===== config.mk =====
export PLATFORM = sky130hd
export DESIGN_NAME = lsu_ctrl
export DESIGN_NICKNAME = d
export VERILOG_FILES = /design/src/rtl/lsu_ctrl.sv
export SDC_FILE = /design/constraint.sdc
export NUM_CORES = 1
export LEC_CHECK = 0
export ABC_AREA = 0
export BUFFER_PORTS_ARGS = -buffer_cell sky130_fd_sc_hd__buf_2
export CAP_MARGIN = 20
export CORE_ASPECT_RATIO = 2
export CORE_UTILIZATION = 53
export CTS_BUF_LIST = sky130_fd_sc_hd__clkbuf_8
export DETAILED_ROUTE_END_ITERATION = 6
export HOLD_SLACK_MARGIN = 0.03
export PLACE_DENSITY = 0.91
export REMOVE_ABC_BUFFERS = 1
export SYNTH_ARGS = -nofsm -noshare
export SYNTH_HDL_FRONTEND = slang
export SYNTH_SLANG_ARGS = --single-unit

===== constraint.sdc =====
create_clock -name clk -period 2.05 [get_ports clk]
set_input_delay 0.3075 -clock clk [delete_from_list [all_inputs] [get_ports clk]]
set_output_delay 0.3075 -clock clk [all_outputs]
set_load 0.01 [all_outputs]

===== src/rtl/lsu_ctrl.sv =====
// lsu_ctrl: load/store controller in front of a word-addressed synchronous
// data memory (combinational read, write on rising clk).
// It accepts byte-addressed requests over a valid/ready handshake.
// Byte and halfword stores are done as read-modify-write.
// Each request ends with a one-cycle resp_valid pulse that carries either the
// extended load data or an error flag.
//
// Ports:
//   clk, rst_n             clock, async active-low reset
//   req_valid/req_ready    request handshake
//   req_we, req_size,      request kind (store/load), size (00 byte, 01 half,
//   req_signed             10 word), and sign-extension for loads
//   req_addr, req_wdata    byte address, right-aligned store data
//   resp_valid/_rdata/_err completion pulse, load result, error flag
//   mem_a, mem_din,        memory word address and write data
//   mem_dout               memory read data
//   mem_mread, mem_mwrite  memory strobes
//
// state   | meaning
// --------+------------------------------------------------------------
// IDLE    | ready for a request; next state chosen on acceptance
// LOAD    | read the word, extract and extend the lane into rdata_q
// WSTORE  | full-word write of the latched data
// RMW_RD  | read the word into merge_q
// RMW_WR  | write merge_q with the selected lane replaced
// RESP    | resp_valid pulse, no error
// ERR     | resp_valid pulse with resp_err, no memory access was made
module lsu_ctrl #(
  parameter int L  = 256,
  parameter int AW = $clog2(L)
) (
  input  logic          clk,
  input  logic          rst_n,
  input  logic          req_valid,
  output logic          req_ready,
  input  logic          req_we,
  input  logic [1:0]    req_size,
  input  logic          req_signed,
  input  logic [31:0]   req_addr,
  input  logic [31:0]   req_wdata,
  output logic          resp_valid,
  output logic [31:0]   resp_rdata,
  output logic          resp_err,
  output logic [AW-1:0] mem_a,
  output logic [31:0]   mem_din,
  input  logic [31:0]   mem_dout,
  output logic          mem_mread,
  output logic          mem_mwrite
);

  typedef enum logic [2:0] {
    S_IDLE, S_LOAD, S_WSTORE, S_RMW_RD, S_RMW_WR, S_RESP, S_ERR
  } state_t;

  state_t        state_q, state_d;
  logic [AW-1:0] waddr_q, waddr_d;
  logic [1:0]    boff_q, boff_d;
  logic [1:0]    size_q, size_d;
  logic          sgn_q, sgn_d;
  logic [31:0]   wdata_q, wdata_d;
  logic [31:0]   merge_q, merge_d;
  logic [31:0]   rdata_q, rdata_d;

  logic          accept;
  logic          req_err;
  logic [4:0]    sh;
  logic [7:0]    byte_sel;
  logic [15:0]   half_sel;
  logic [31:0]   load_ext;
  logic [31:0]   lane_mask;
  logic [31:0]   lane_ins;
  logic [31:0]   merged;

  assign accept  = req_valid && (state_q == S_IDLE);
  assign req_err = (req_size == 2'b11)
                || (req_size == 2'b01 && req_addr[0])
                || (req_size == 2'b10 && req_addr[1:0] != 2'b00)
                || (req_addr[31:AW+2] != '0);

  // Lane extraction for loads and lane merge for sub-word stores.
  always_comb begin
    sh = {boff_q, 3'b000};
    case (boff_q)
      2'd0:    byte_sel = mem_dout[7:0];
      2'd1:    byte_sel = mem_dout[15:8];
      2'd2:    byte_sel = mem_dout[23:16];
      default: byte_sel = mem_dout[31:24];
    endcase
    half_sel = boff_q[1] ? mem_dout[31:16] : mem_dout[15:0];
    case (size_q)
      2'b00:   load_ext = {{24{sgn_q & byte_sel[7]}}, byte_sel};
      2'b01:   load_ext = {{16{sgn_q & half_sel[15]}}, half_sel};
      default: load_ext = mem_dout;
    endcase
    if (size_q == 2'b00) begin
      lane_mask = 32'h0000_00FF << sh;
      lane_ins  = {24'h0, wdata_q[7:0]} << sh;
    end else begin
      lane_mask = 32'h0000_FFFF << sh;
      lane_ins  = {16'h0, wdata_q[15:0]} << sh;
    end
    merged = (merge_q & ~lane_mask) | (lane_ins & lane_mask);
  end

  always_comb begin
    state_d    = state_q;
    waddr_d    = waddr_q;
    boff_d     = boff_q;
    size_d     = size_q;
    sgn_d      = sgn_q;
    wdata_d    = wdata_q;
    merge_d    = merge_q;
    rdata_d    = rdata_q;
    req_ready  = 1'b0;
    resp_valid = 1'b0;
    resp_err   = 1'b0;
    resp_rdata = 32'h0;
    mem_a      = '0;
    mem_din    = 32'h0;
    mem_mread  = 1'b0;
    mem_mwrite = 1'b0;
    case (state_q)
      S_IDLE: begin
        req_ready = 1'b1;
        if (accept) begin
          waddr_d = req_addr[AW+1:2];
          boff_d  = req_addr[1:0];
          size_d  = req_size;
          sgn_d   = req_signed;
          wdata_d = req_wdata;
          // Cleared so that stores respond with zero data.
          rdata_d = 32'h0;
          if (req_err)                state_d = S_ERR;
          else if (!req_we)           state_d = S_LOAD;
          else if (req_size == 2'b10) state_d = S_WSTORE;
          else                        state_d = S_RMW_RD;
        end
      end
      S_LOAD: begin
        mem_mread = 1'b1;
        mem_a     = waddr_q;
        rdata_d   = load_ext;
        state_d   = S_RESP;
      end
      S_WSTORE: begin
        mem_mwrite = 1'b1;
        mem_a      = waddr_q;
        mem_din    = wdata_q;
        state_d    = S_RESP;
      end
      S_RMW_RD: begin
        mem_mread = 1'b1;
        mem_a     = waddr_q;
        merge_d   = mem_dout;
        state_d   = S_RMW_WR;
      end
      S_RMW_WR: begin
        mem_mwrite = 1'b1;
        mem_a      = waddr_q;
        mem_din    = merged;
        state_d    = S_RESP;
      end
      S_RESP: begin
        resp_valid = 1'b1;
        resp_rdata = rdata_q;
        state_d    = S_IDLE;
      end
      S_ERR: begin
        resp_valid = 1'b1;
        resp_err   = 1'b1;
        state_d    = S_IDLE;
      end
      default: state_d = S_IDLE;
    endcase
  end

  always_ff @(posedge clk or negedge rst_n) begin
    if (!rst_n) begin
      state_q <= S_IDLE;
      waddr_q <= '0;
      boff_q  <= 2'b00;
      size_q  <= 2'b00;
      sgn_q   <= 1'b0;
      wdata_q <= 32'h0;
      merge_q <= 32'h0;
      rdata_q <= 32'h0;
    end else begin
      state_q <= state_d;
      waddr_q <= waddr_d;
      boff_q  <= boff_d;
      size_q  <= size_d;
      sgn_q   <= sgn_d;
      wdata_q <= wdata_d;
      merge_q <= merge_d;
      rdata_q <= rdata_d;
    end
  end

endmodule


==> results.cfg, run 1 <==
[drt]
route.vias.total = 6057
drt-pass1-iter-count = 7
viasPerCell = 6.15
drc = 0
drtIter0Drc = 663
wirelength_um = 21000
ant_nets = 0
routedWlPerCell_um = 21.3

[timing]
layout_min_cycle_time_ns = 2.33
hold_viol = 0
rsz0062_at_grt = true
fin_ws_ns = -0.280
slew_headroom_pct = 56.3
skew_ns = 0.0157
hold-worst-slack_ns = 0.0858
slew_violations = 0
fin_crit_sh_pct = 114
tightest_slew_ns = 0.656
setup_viol = 76
fmax_mhz = 429

[cells_and_area]
stdcell_count = 985
n_fill_cell = 699
seqCellArea_um2 = 2810
fin_nets = 942
multiInputGateArea_um2 = 3250
area_growth_pct = 38.0
post_route_cells_drive_above_1_share_pct = 45.0

[cts]
clk_latency_ns = 0.41
h-tree-depth = 3
cts.sinks = 112
cts_buffers = 9
clkSlewWorstSetupHoldPaths_ns = 0.12
clockBufferDepth = 2
cts_root_buf = clkbuf_8
cts_tree = done

[global_routing]
antenna_found_initial = 1
first_global_vias = 5682
grt_first_pass_wirelength_um = 29500
grt_max_degree = 60
grt_overflow = 0
grtUsageTotal_pct = 33.8

[critical_path]
crit_start = size_q[1]$_DFFE_PN0P_
endpoint_kind = output pin
cp_max_fo = 3
rrSetupSlack_ns = -0.04
reg2reg_from = boff_q[1]$_DFFE_PN0P_
crit_type = reg -> out
setup.worst_path.end = mem_din[24]
worstRegToRegCells = 8
reg2reg_to = rdata_q[9]$_DFFE_PN0P_
arrival_ns = 2.02
worstPathRequired_ns = 1.74
cp-start-kind = register

[synth]
synth_xor_area_share_pct = 0
synth_compound_area_share_pct = 11.2
synth_edf_count = 0
async_reset_ff_share_pct = 100
yosysSeqAreaShare_pct = 47.5
synth-simple-area-share_pct = 23.8
yosys.area_share.adder_pct = 0
synth_top_family_by_area = simple AND/OR/NAND/NOR gates
syn_area_per_cell_um2 = 9.47
synth_cell_type_count = 41
yosysWarnings = 0
ys_ff_latch = 112
yosys_most_used_dff = dfrtp_1
synth.area.mux_share_pct = 14.0
synth_cells = 623
syn_area_um2 = 5900

[die]
start_util_pct = 54.2
die_x_um = 76.6
ioPinCount = 180
rows = 54
core_area_um2 = 10900
die_h_um = 151
die_area_um2 = 11600

[status]
violations = setup timing
status = finished with violations

[hold_path]
hold_path_class = in -> reg
min_path_cells = 3

[placement]
hpwl_um = 13000
dp.cells = 933
gp_congestion = 0.949
pre_cts_slack_ns = 0.0651
port_buffers = 179

[pwr]
ir_worst_vdd_v = 0.00136
p_leak_uw = 0.00414
power_density_nw_per_um2 = 1610

[flow_run]
maxCapViolCount = 0
[placed cells by master (no fill, tap or decap), drive strengths merged, types with 2 or more instances in the layout]
cell / count
o211ai: 2
and2: 42
o31ai: 5
nor2: 12
and3b: 2
o221ai: 4
a32o: 8
nand2b: 19
mux2i: 25
nor4: 5
clkbuf: 10
nand2: 191
dfrtp: 112
nor3b: 2
mux2: 49
nor3: 8
a21oi: 2
a221o: 16
a22o: 9
inv: 7
buf: 245
and3: 6
o21ai: 39
nor2b: 11
[layer usage]
metal / track usage (%) / vias up / part of all wire (%)
li1: - / 2562 / -
met1: 37.9 / 2859 / 34
met2: 56.6 / 466 / 50
met3: 6.33 / 170 / 7.7
met4: 26.4 / 0 / 7.8
met5: 0 / - / 0
[metrics by stage]
| stage | utilization [%] | area [µm²] | power (µW) | TNS (ns) |
|---|---|---|---|---|
| floorplan | - | 5690 | 7200 | -8.91 |
| global placement | 65.1 | 7080 | 9290 | 0 |
| detailed placement | 65.1 | 7080 | 9500 | 0 |
| CTS | 70.5 | 7660 | 11700 | -3.48 |
| global route | 74.8 | 8140 | 13700 | -14.45 |
| finish | 74.8 | 8140 | 13100 | -10.03 |
[power breakdown]
group	leakage (µW)	switching [µW]	internal, µW
Clock	0.0000977	870	483
Sequential	0.00139	917	3250
Combinational	0.00265	3900	3680
[critical path: stages (launching register included)]
cell      delay, ns
dfrtp_1        0.43
buf_6          0.14
nor3_4         0.23
nand2b_4       0.20
buf_6          0.14
mux2i_1        0.25
o21ai_2        0.08
buf_2          0.14
[kinds of logic after synthesis]
kind of cell / Yosys count
simple gates: 302
compound gates: 89
mux: 75
buf+inv: 45
flops: 112
[synth_stat cells (2+ instances only)]
cell | count | area (µm²)
and2_1 | 42 | 263
buf_6 | 2 | 22.5
o21ai_0 | 32 | 160
and3b_1 | 2 | 17.5
clkbuf_1 | 21 | 78.8
inv_1 | 2 | 7.51
nor4_1 | 5 | 31.3
nor2_1 | 10 | 37.5
buf_1 | 3 | 11.3
nor2_2 | 2 | 12.5
nand2b_1 | 19 | 119
a22o_1 | 9 | 78.8
o21ai_1 | 7 | 35.0
nor2b_1 | 10 | 62.6
mux2_2 | 49 | 552
dfrtp_1 | 112 | 2800
o211ai_1 | 2 | 15.0
a32o_1 | 8 | 80.1
o221ai_1 | 4 | 35.0
buf_2 | 15 | 75.1
buf_4 | 2 | 15.0
nor3_1 | 7 | 35.0
o31ai_1 | 5 | 37.5
mux2i_1 | 25 | 250
and3_1 | 6 | 37.5
a221o_1 | 16 | 160
a21oi_1 | 2 | 10.0
nand2_1 | 191 | 717
[final cells by class]
class / instances / share of cell area (%)
tap: 140 / 2.15
clock inverter: 7 / 0.861
sequential: 112 / 34.5
timing repair buffer: 247 / 20.9
inverter: 2 / 0.0923
antenna: 1 / 0.0308
clock buffer: 9 / 1.52
multi-input combinational: 467 / 40.0
[sequential cells by signal (all words and copies together) (netlist names)]
name     cells
boff_q       2
sgn_q        1
rdata_q     32
waddr_q      8
state_q      3
merge_q     32
size_q       2
wdata_q     32
[worst min-delay path by stage]
| stage | from | endpoint | slack, ns |
|---|---|---|---|
| floorplan | rst_n | boff_q[0]$_DFFE_PN0P_ | 0.01 |
| global placement | rst_n | wdata_q[26]$_DFFE_PN0P_ | 0.27 |
| detailed placement | rst_n | wdata_q[26]$_DFFE_PN0P_ | 0.28 |
| CTS | req_wdata[18] | wdata_q[18]$_DFFE_PN0P_ | 0.09 |
| global route | req_addr[2] | waddr_q[0]$_DFFE_PN0P_ | 0.09 |
| finish | req_wdata[18] | wdata_q[18]$_DFFE_PN0P_ | 0.09 |
[timing repair]
action | 4_1_cts | 5_1_grt
gates cloned | 1 | 2
endpoints found under the setup margin | 69 | 94
gates resized for setup | 70 | 70
pin swaps | 14 | 45
hold buffers | 1 | 0
endpoints found under the hold margin | 31 | 0
setup buffers | 18 | 14
Power figures use the tool's default switching activity.
==> inputs of run 2 (changes only) <==
Clock period 2.05 ns to 2.4 ns, I/O delays scaled along.
==> run 2 against run 1 <==
- the flow still finishes with violations (setup timing)
- final area is 10% lower
- register-to-register slack better by 0.40 ns
- count of clock-buffer cells in the layout is 2 higher
- wire length is 20% lower
- via count is 11% lower
- non-clock buffer count is 36 lower
==> results.cfg, run 2 (synthesis gave the netlist of run 1 again) <==
[global_routing]
grt_max_degree = 55
grt_first_pass_wirelength_um = 25700
first_global_vias = 5193
grtUsageTotal_pct = 29.2
grt_overflow = 0
antenna_found_initial = 1

[cells_and_area]
design_area_um2 = 7310
stdcell_count = 948
fin_nets = 905
post_route_cells_drive_above_1_share_pct = 36.9
final_cell_mix = 191 x nand2_1, 178 x buf_2, 108 x dfrtp_1
n_fill_cell = 864
final_common_cell = nand2_1
top_regs = merge_q: 32 flops, rdata_q: 32 flops, wdata_q: 32 flops
final_util_pct = 67.2
area_growth_pct = 23.9

[pwr]
p_int_uw = 5500
power_density_nw_per_um2 = 1290
sequentialPowerShare_pct = 36.6
p_leak_uw = 0.00380
swShare_pct = 41.5
clkPwrFrac_pct = 12.8
switching_power_uw = 3910
ir_worst_vdd_v = 0.000714
combPwrFrac_pct = 50.6

[timing]
slew_violations = 0
fin_crit_sh_pct = 102
skew_ns = 0.0167
fin_ws_ns = -0.0504
hold_viol = 0
setup_viol = 1
slew_headroom_pct = 52.8
tightest_slew_ns = 0.708
layout_min_cycle_time_ns = 2.45
fmax_mhz = 408

[critical_path]
cp_max_fo = 8
cp-start-kind = register
worstRegToRegCells = 5
worstPathRequired_ns = 2.04
arrival_ns = 2.09
crit_type = reg -> out
endpoint_kind = output pin

[die]
die_area_um2 = 11600
ioPinCount = 180
start_util_pct = 54.2
die_h_um = 151
die_x_um = 76.6
core_area_um2 = 10900
rows = 54

[cts]
cts_buffers = 9
clk_latency_ns = 0.40
clkSlewWorstSetupHoldPaths_ns = 0.10
h-tree-depth = 3
cts_root_buf = clkbuf_8
cts_tree = done
clockBufferDepth = 2
cts.sinks = 112

[drt]
drtIter0Drc = 376
viasPerCell = 5.69
route.vias.total = 5394
drc = 0
routedWlPerCell_um = 17.8
drt-pass1-iter-count = 5
wirelength_um = 16900
ant_nets = 0

[flow_run]
maxCapViolCount = 0

[placement]
place_area_um2 = 6990
hpwl_um = 12700
port_buffers = 179
gp_congestion = 0.937
dp.cells = 926

[status]
status = finished with violations
violations = setup timing

[hold_path]
hold_path_class = in -> reg
min_path_cells = 3
-- run 2: worst max-delay path: stages (launching register included) --
cell	delay [ns]
dfrtp_2	0.50
inv_1	0.14
o211ai_1	0.17
buf_4	0.20
and3_1	0.15
o31ai_1	0.34
buf_2	0.21
-- run 2: cell type report --
cell class                      instances  area [µm²]  area share, %
Multi-Input combinational cell        466        2940           40.3
Sequential cell                       112        2810           38.4
Timing Repair Buffer                  211        1160           15.8
Tap cell                              140         175           2.40
Clock buffer                           11         151           2.07
Clock inverter                          5        62.6          0.856
Inverter                                2        7.51          0.103
Antenna cell                            1        2.50         0.0342
-- run 2: power groups by stage --
| stage | sequential, µW | clock [µW] | combinational, µW |
|---|---|---|---|
| 2_1_floorplan | 3310 | 0 | 2840 |
| 3_3_place_gp | 3360 | 0 | 4460 |
| 3_5_place_dp | 3400 | 0 | 4590 |
| 4_1_cts | 3390 | 1210 | 4650 |
| 5_1_grt | 3540 | 1280 | 5170 |
| 6_report | 3440 | 1200 | 4760 |
-- run 2: per-layer routing --
metal  track usage [%]  wire length (µm)
met1              32.2              6200
met3              5.84               955
met4              18.0               862
met2              51.3              8840
met5                 0                 0
-- run 2: worst paths after layout --
kind | slack [ns] | startpoint | to
worst max-delay path | -0.05 | boff_q[1]$_DFFE_PN0P_ | mem_din[23]
worst min-delay path | 0.15 | req_wdata[30] | wdata_q[30]$_DFFE_PN0P_
worst max register to register | 0.36 | boff_q[1]$_DFFE_PN0P_ | rdata_q[11]$_DFFE_PN0P_
worst min register to register | 0.47 | waddr_q[5]$_DFFE_PN0P_ | waddr_q[5]$_DFFE_PN0P_
max in group asynchronous | 1.23 | rst_n | rdata_q[19]$_DFFE_PN0P_
min in group asynchronous | 0.43 | rst_n | rdata_q[30]$_DFFE_PN0P_
-- run 2: timing repair --
item | in CTS | in global routing
hold buffers | 1 | 0
setup endpoints to repair | 20 | 27
gates resized for setup | 6 | 11
pin swaps | 1 | 0
endpoints found under the hold margin | 27 | 0
setup buffers | 2 | 2
-- run 2: through the flow --
stage | hold slack, ns | TNS (ns) | power [µW] | worst slack, ns
final | 0.151 | -0.0504 | 9400 | -0.0504
after detailed placement | 0.314 | 0 | 7990 | 0.254
after global routing | 0.153 | -0.0959 | 9990 | -0.0387
after floorplan | 0.0644 | -3.19 | 6150 | -0.200
after CTS | 0.142 | -0.0467 | 9240 | -0.0241
after global placement | 0.307 | 0 | 7820 | 0.316
==> inputs of run 3 (changes only) <==
Settings changed: ABC_AREA 0 to 1, CORE_UTILIZATION 53 to 54, PLACE_DENSITY 0.91 to 0.92.
==> run 3 against run 2 <==
- the flow now finishes without violations
- via count up 13%
- final cell count up 20%
- clock skew down 0.0073 ns
- synthesized area up 5.0%
- setup slack better by 0.072 ns
- clock power down 12%
- largest power group unchanged
==> results.cfg, run 3 <==
[timing]
slew_violations = 0
hold-worst-slack_ns = 0.183
slew_headroom_pct = 64.9
hold_viol = 0
layout_min_cycle_time_ns = 2.38
rsz0062_at_grt = true
setup_viol = 0
fin_crit_sh_pct = 99.1
fin_tns_setup_ns = 0
skew_ns = 0.00940
fmax_mhz = 421
tightest_slew_ns = 0.526

[synth]
yosysSeqAreaShare_pct = 45.3
synth_commonest_cells = 229 x nand2_1, 115 x inv_1, 112 x dfrtp_1
yosys.area.top_type = dfrtp_1
netlist_top_cells_area = dfrtp_1 45%, nand2_1 14%, inv_1 7.0%
synth_compound_area_share_pct = 15.5
async_reset_ff_share_pct = 100
yosys.area_share.adder_pct = 0
synth_top_family_by_area = simple AND/OR/NAND/NOR gates
synth-simple-area-share_pct = 22.5
synth_edf_count = 0
syn_area_um2 = 6190
synth_xor_area_share_pct = 0
netlist.area_leader.share_pct = 45.3
ys_ff_latch = 112
synth_cell_type_count = 32
synth_most_common_cell = nand2_1
syn_area_per_cell_um2 = 7.53
synth.area.mux_share_pct = 5.52
yosysWarnings = 0
synth_cells = 822
yosys_most_used_dff = dfrtp_1

[drt]
viasPerCell = 5.37
wirelength_um = 17500
drtIter0Drc = 542
routedWlPerCell_um = 15.4
drc = 0
drt-pass1-iter-count = 5
ant_nets = 0
route.vias.total = 6108

[critical_path]
cp_max_fo = 13
rrSetupSlack_ns = 0.43
worstRegToRegCells = 6
arrival_ns = 2.02
crit_type = reg -> out
reg2reg_to = rdata_q[3]$_DFFE_PN0P_
reg2reg_from = size_q[1]$_DFFE_PN0P_
worstPathRequired_ns = 2.04
cp-start-kind = register
endpoint_kind = output pin

[cells_and_area]
final_cell_mix = 229 x nand2_1, 178 x buf_2, 114 x inv_1
design_area_um2 = 7400
post_route_cells_drive_above_1_share_pct = 26.9
top_regs = merge_q: 32 flops, rdata_q: 32 flops, wdata_q: 32 flops
final_util_pct = 66.0
area_growth_pct = 19.5
stdcell_count = 1138
fin_nets = 1091
final_common_cell = nand2_1

[cts]
clk_latency_ns = 0.39
h-tree-depth = 3
cts_root_buf = clkbuf_8
cts_buffers = 9
cts_tree = done
clockBufferDepth = 2
cts.sinks = 112
clkSlewWorstSetupHoldPaths_ns = 0.10

[global_routing]
first_global_vias = 5954
antenna_found_initial = 3
grt_max_degree = 64
grtUsageTotal_pct = 30.6
grt_overflow = 0
grt_first_pass_wirelength_um = 28500

[die]
rows = 55
start_util_pct = 55.2
die_area_um2 = 11900
die_x_um = 77.7
core_area_um2 = 11200
ioPinCount = 180
die_h_um = 153

[flow_run]
maxCapViolCount = 0

[hold_path]
min_path_cells = 2
min_to = wdata_q[30]$_DFFE_PN0P_
hold_start = req_wdata[30]
hold_path_class = in -> reg

[placement]
dp.cells = 1117
hpwl_um = 13300
gp_congestion = 0.942
port_buffers = 179
place_area_um2 = 7170

[pwr]
ir_worst_vdd_v = 0.000584
power_density_nw_per_um2 = 1270
p_leak_uw = 0.00411

[status]
status = complete, no violations
run 3: timing repair:
action | CTS | global route
gates resized for setup | 4 | 4
setup endpoints to repair | 9 | 19
hold endpoints to repair | 28 | 0
hold buffers | 1 | 0
buffers inserted | 0 | 1
run 3: final cells by class:
class | instances | area (µm²)
Sequential cell | 112 | 2810
Antenna cell | 3 | 7.51
Clock inverter | 6 | 42.5
Fill cell | 965 | 3820
Multi-Input combinational cell | 547 | 2720
Inverter | 124 | 475
Timing Repair Buffer | 194 | 1040
Clock buffer | 10 | 138
Tap cell | 142 | 178
run 3: per-stage QoR:
step	total power, µW	worst slack (ns)
CTS	9320	0.0171
global placement	8050	0.250
floorplan	6430	0.344
detailed placement	8220	0.156
finish	9390	0.0220
global route	10100	-0.0750
run 3: worst max-delay path by stage:
stage,start,endpoint,cells past startpoint
detailed placement,state_q[1]$_DFFE_PN0P_,mem_din[3],6
global placement,state_q[1]$_DFFE_PN0P_,mem_din[7],6
CTS,state_q[1]$_DFFE_PN0P_,mem_din[3],6
floorplan,size_q[1]$_DFFE_PN0P_,mem_din[17],6
global route,state_q[1]$_DFFE_PN0P_,mem_din[17],6
finish,size_q[0]$_DFFE_PN0P_,mem_din[16],8
run 3: cell families (layout without fill, tap and decap cells):
family                 after synthesis  in the layout
and+or+nand+nor                    343            343
DFF                                112            112
other                                0              3
buffers and inverters              163            334
muxes                               29             29
AOI/OAI and AO/OA                  175            175
run 3: power breakdown:
part,total (µW),leakage [µW],switching [µW],internal [µW]
Combinational,4970,0.00268,3130,1840
Sequential,3360,0.00134,581,2780
Clock,1060,0.0000887,653,408
run 3: layer usage:
| layer | vias up | share of wire, % | track usage, % |
|---|---|---|---|
| met5 | - | 0 | 0 |
| met3 | 70 | 5.6 | 5.91 |
| met1 | 2841 | 36 | 33.3 |
| met4 | 0 | 5.4 | 18.6 |
| met2 | 281 | 52 | 53.8 |
| li1 | 2916 | - | - |
run 3: worst max-delay path: stages, from the launching register on:
cell     delay (ns)
dfrtp_1        0.50
nor2_8         0.22
inv_4          0.06
nand2_2        0.24
o21ai_0        0.15
o21ai_1        0.10
nand2_1        0.07
o21ai_1        0.13
buf_2          0.15
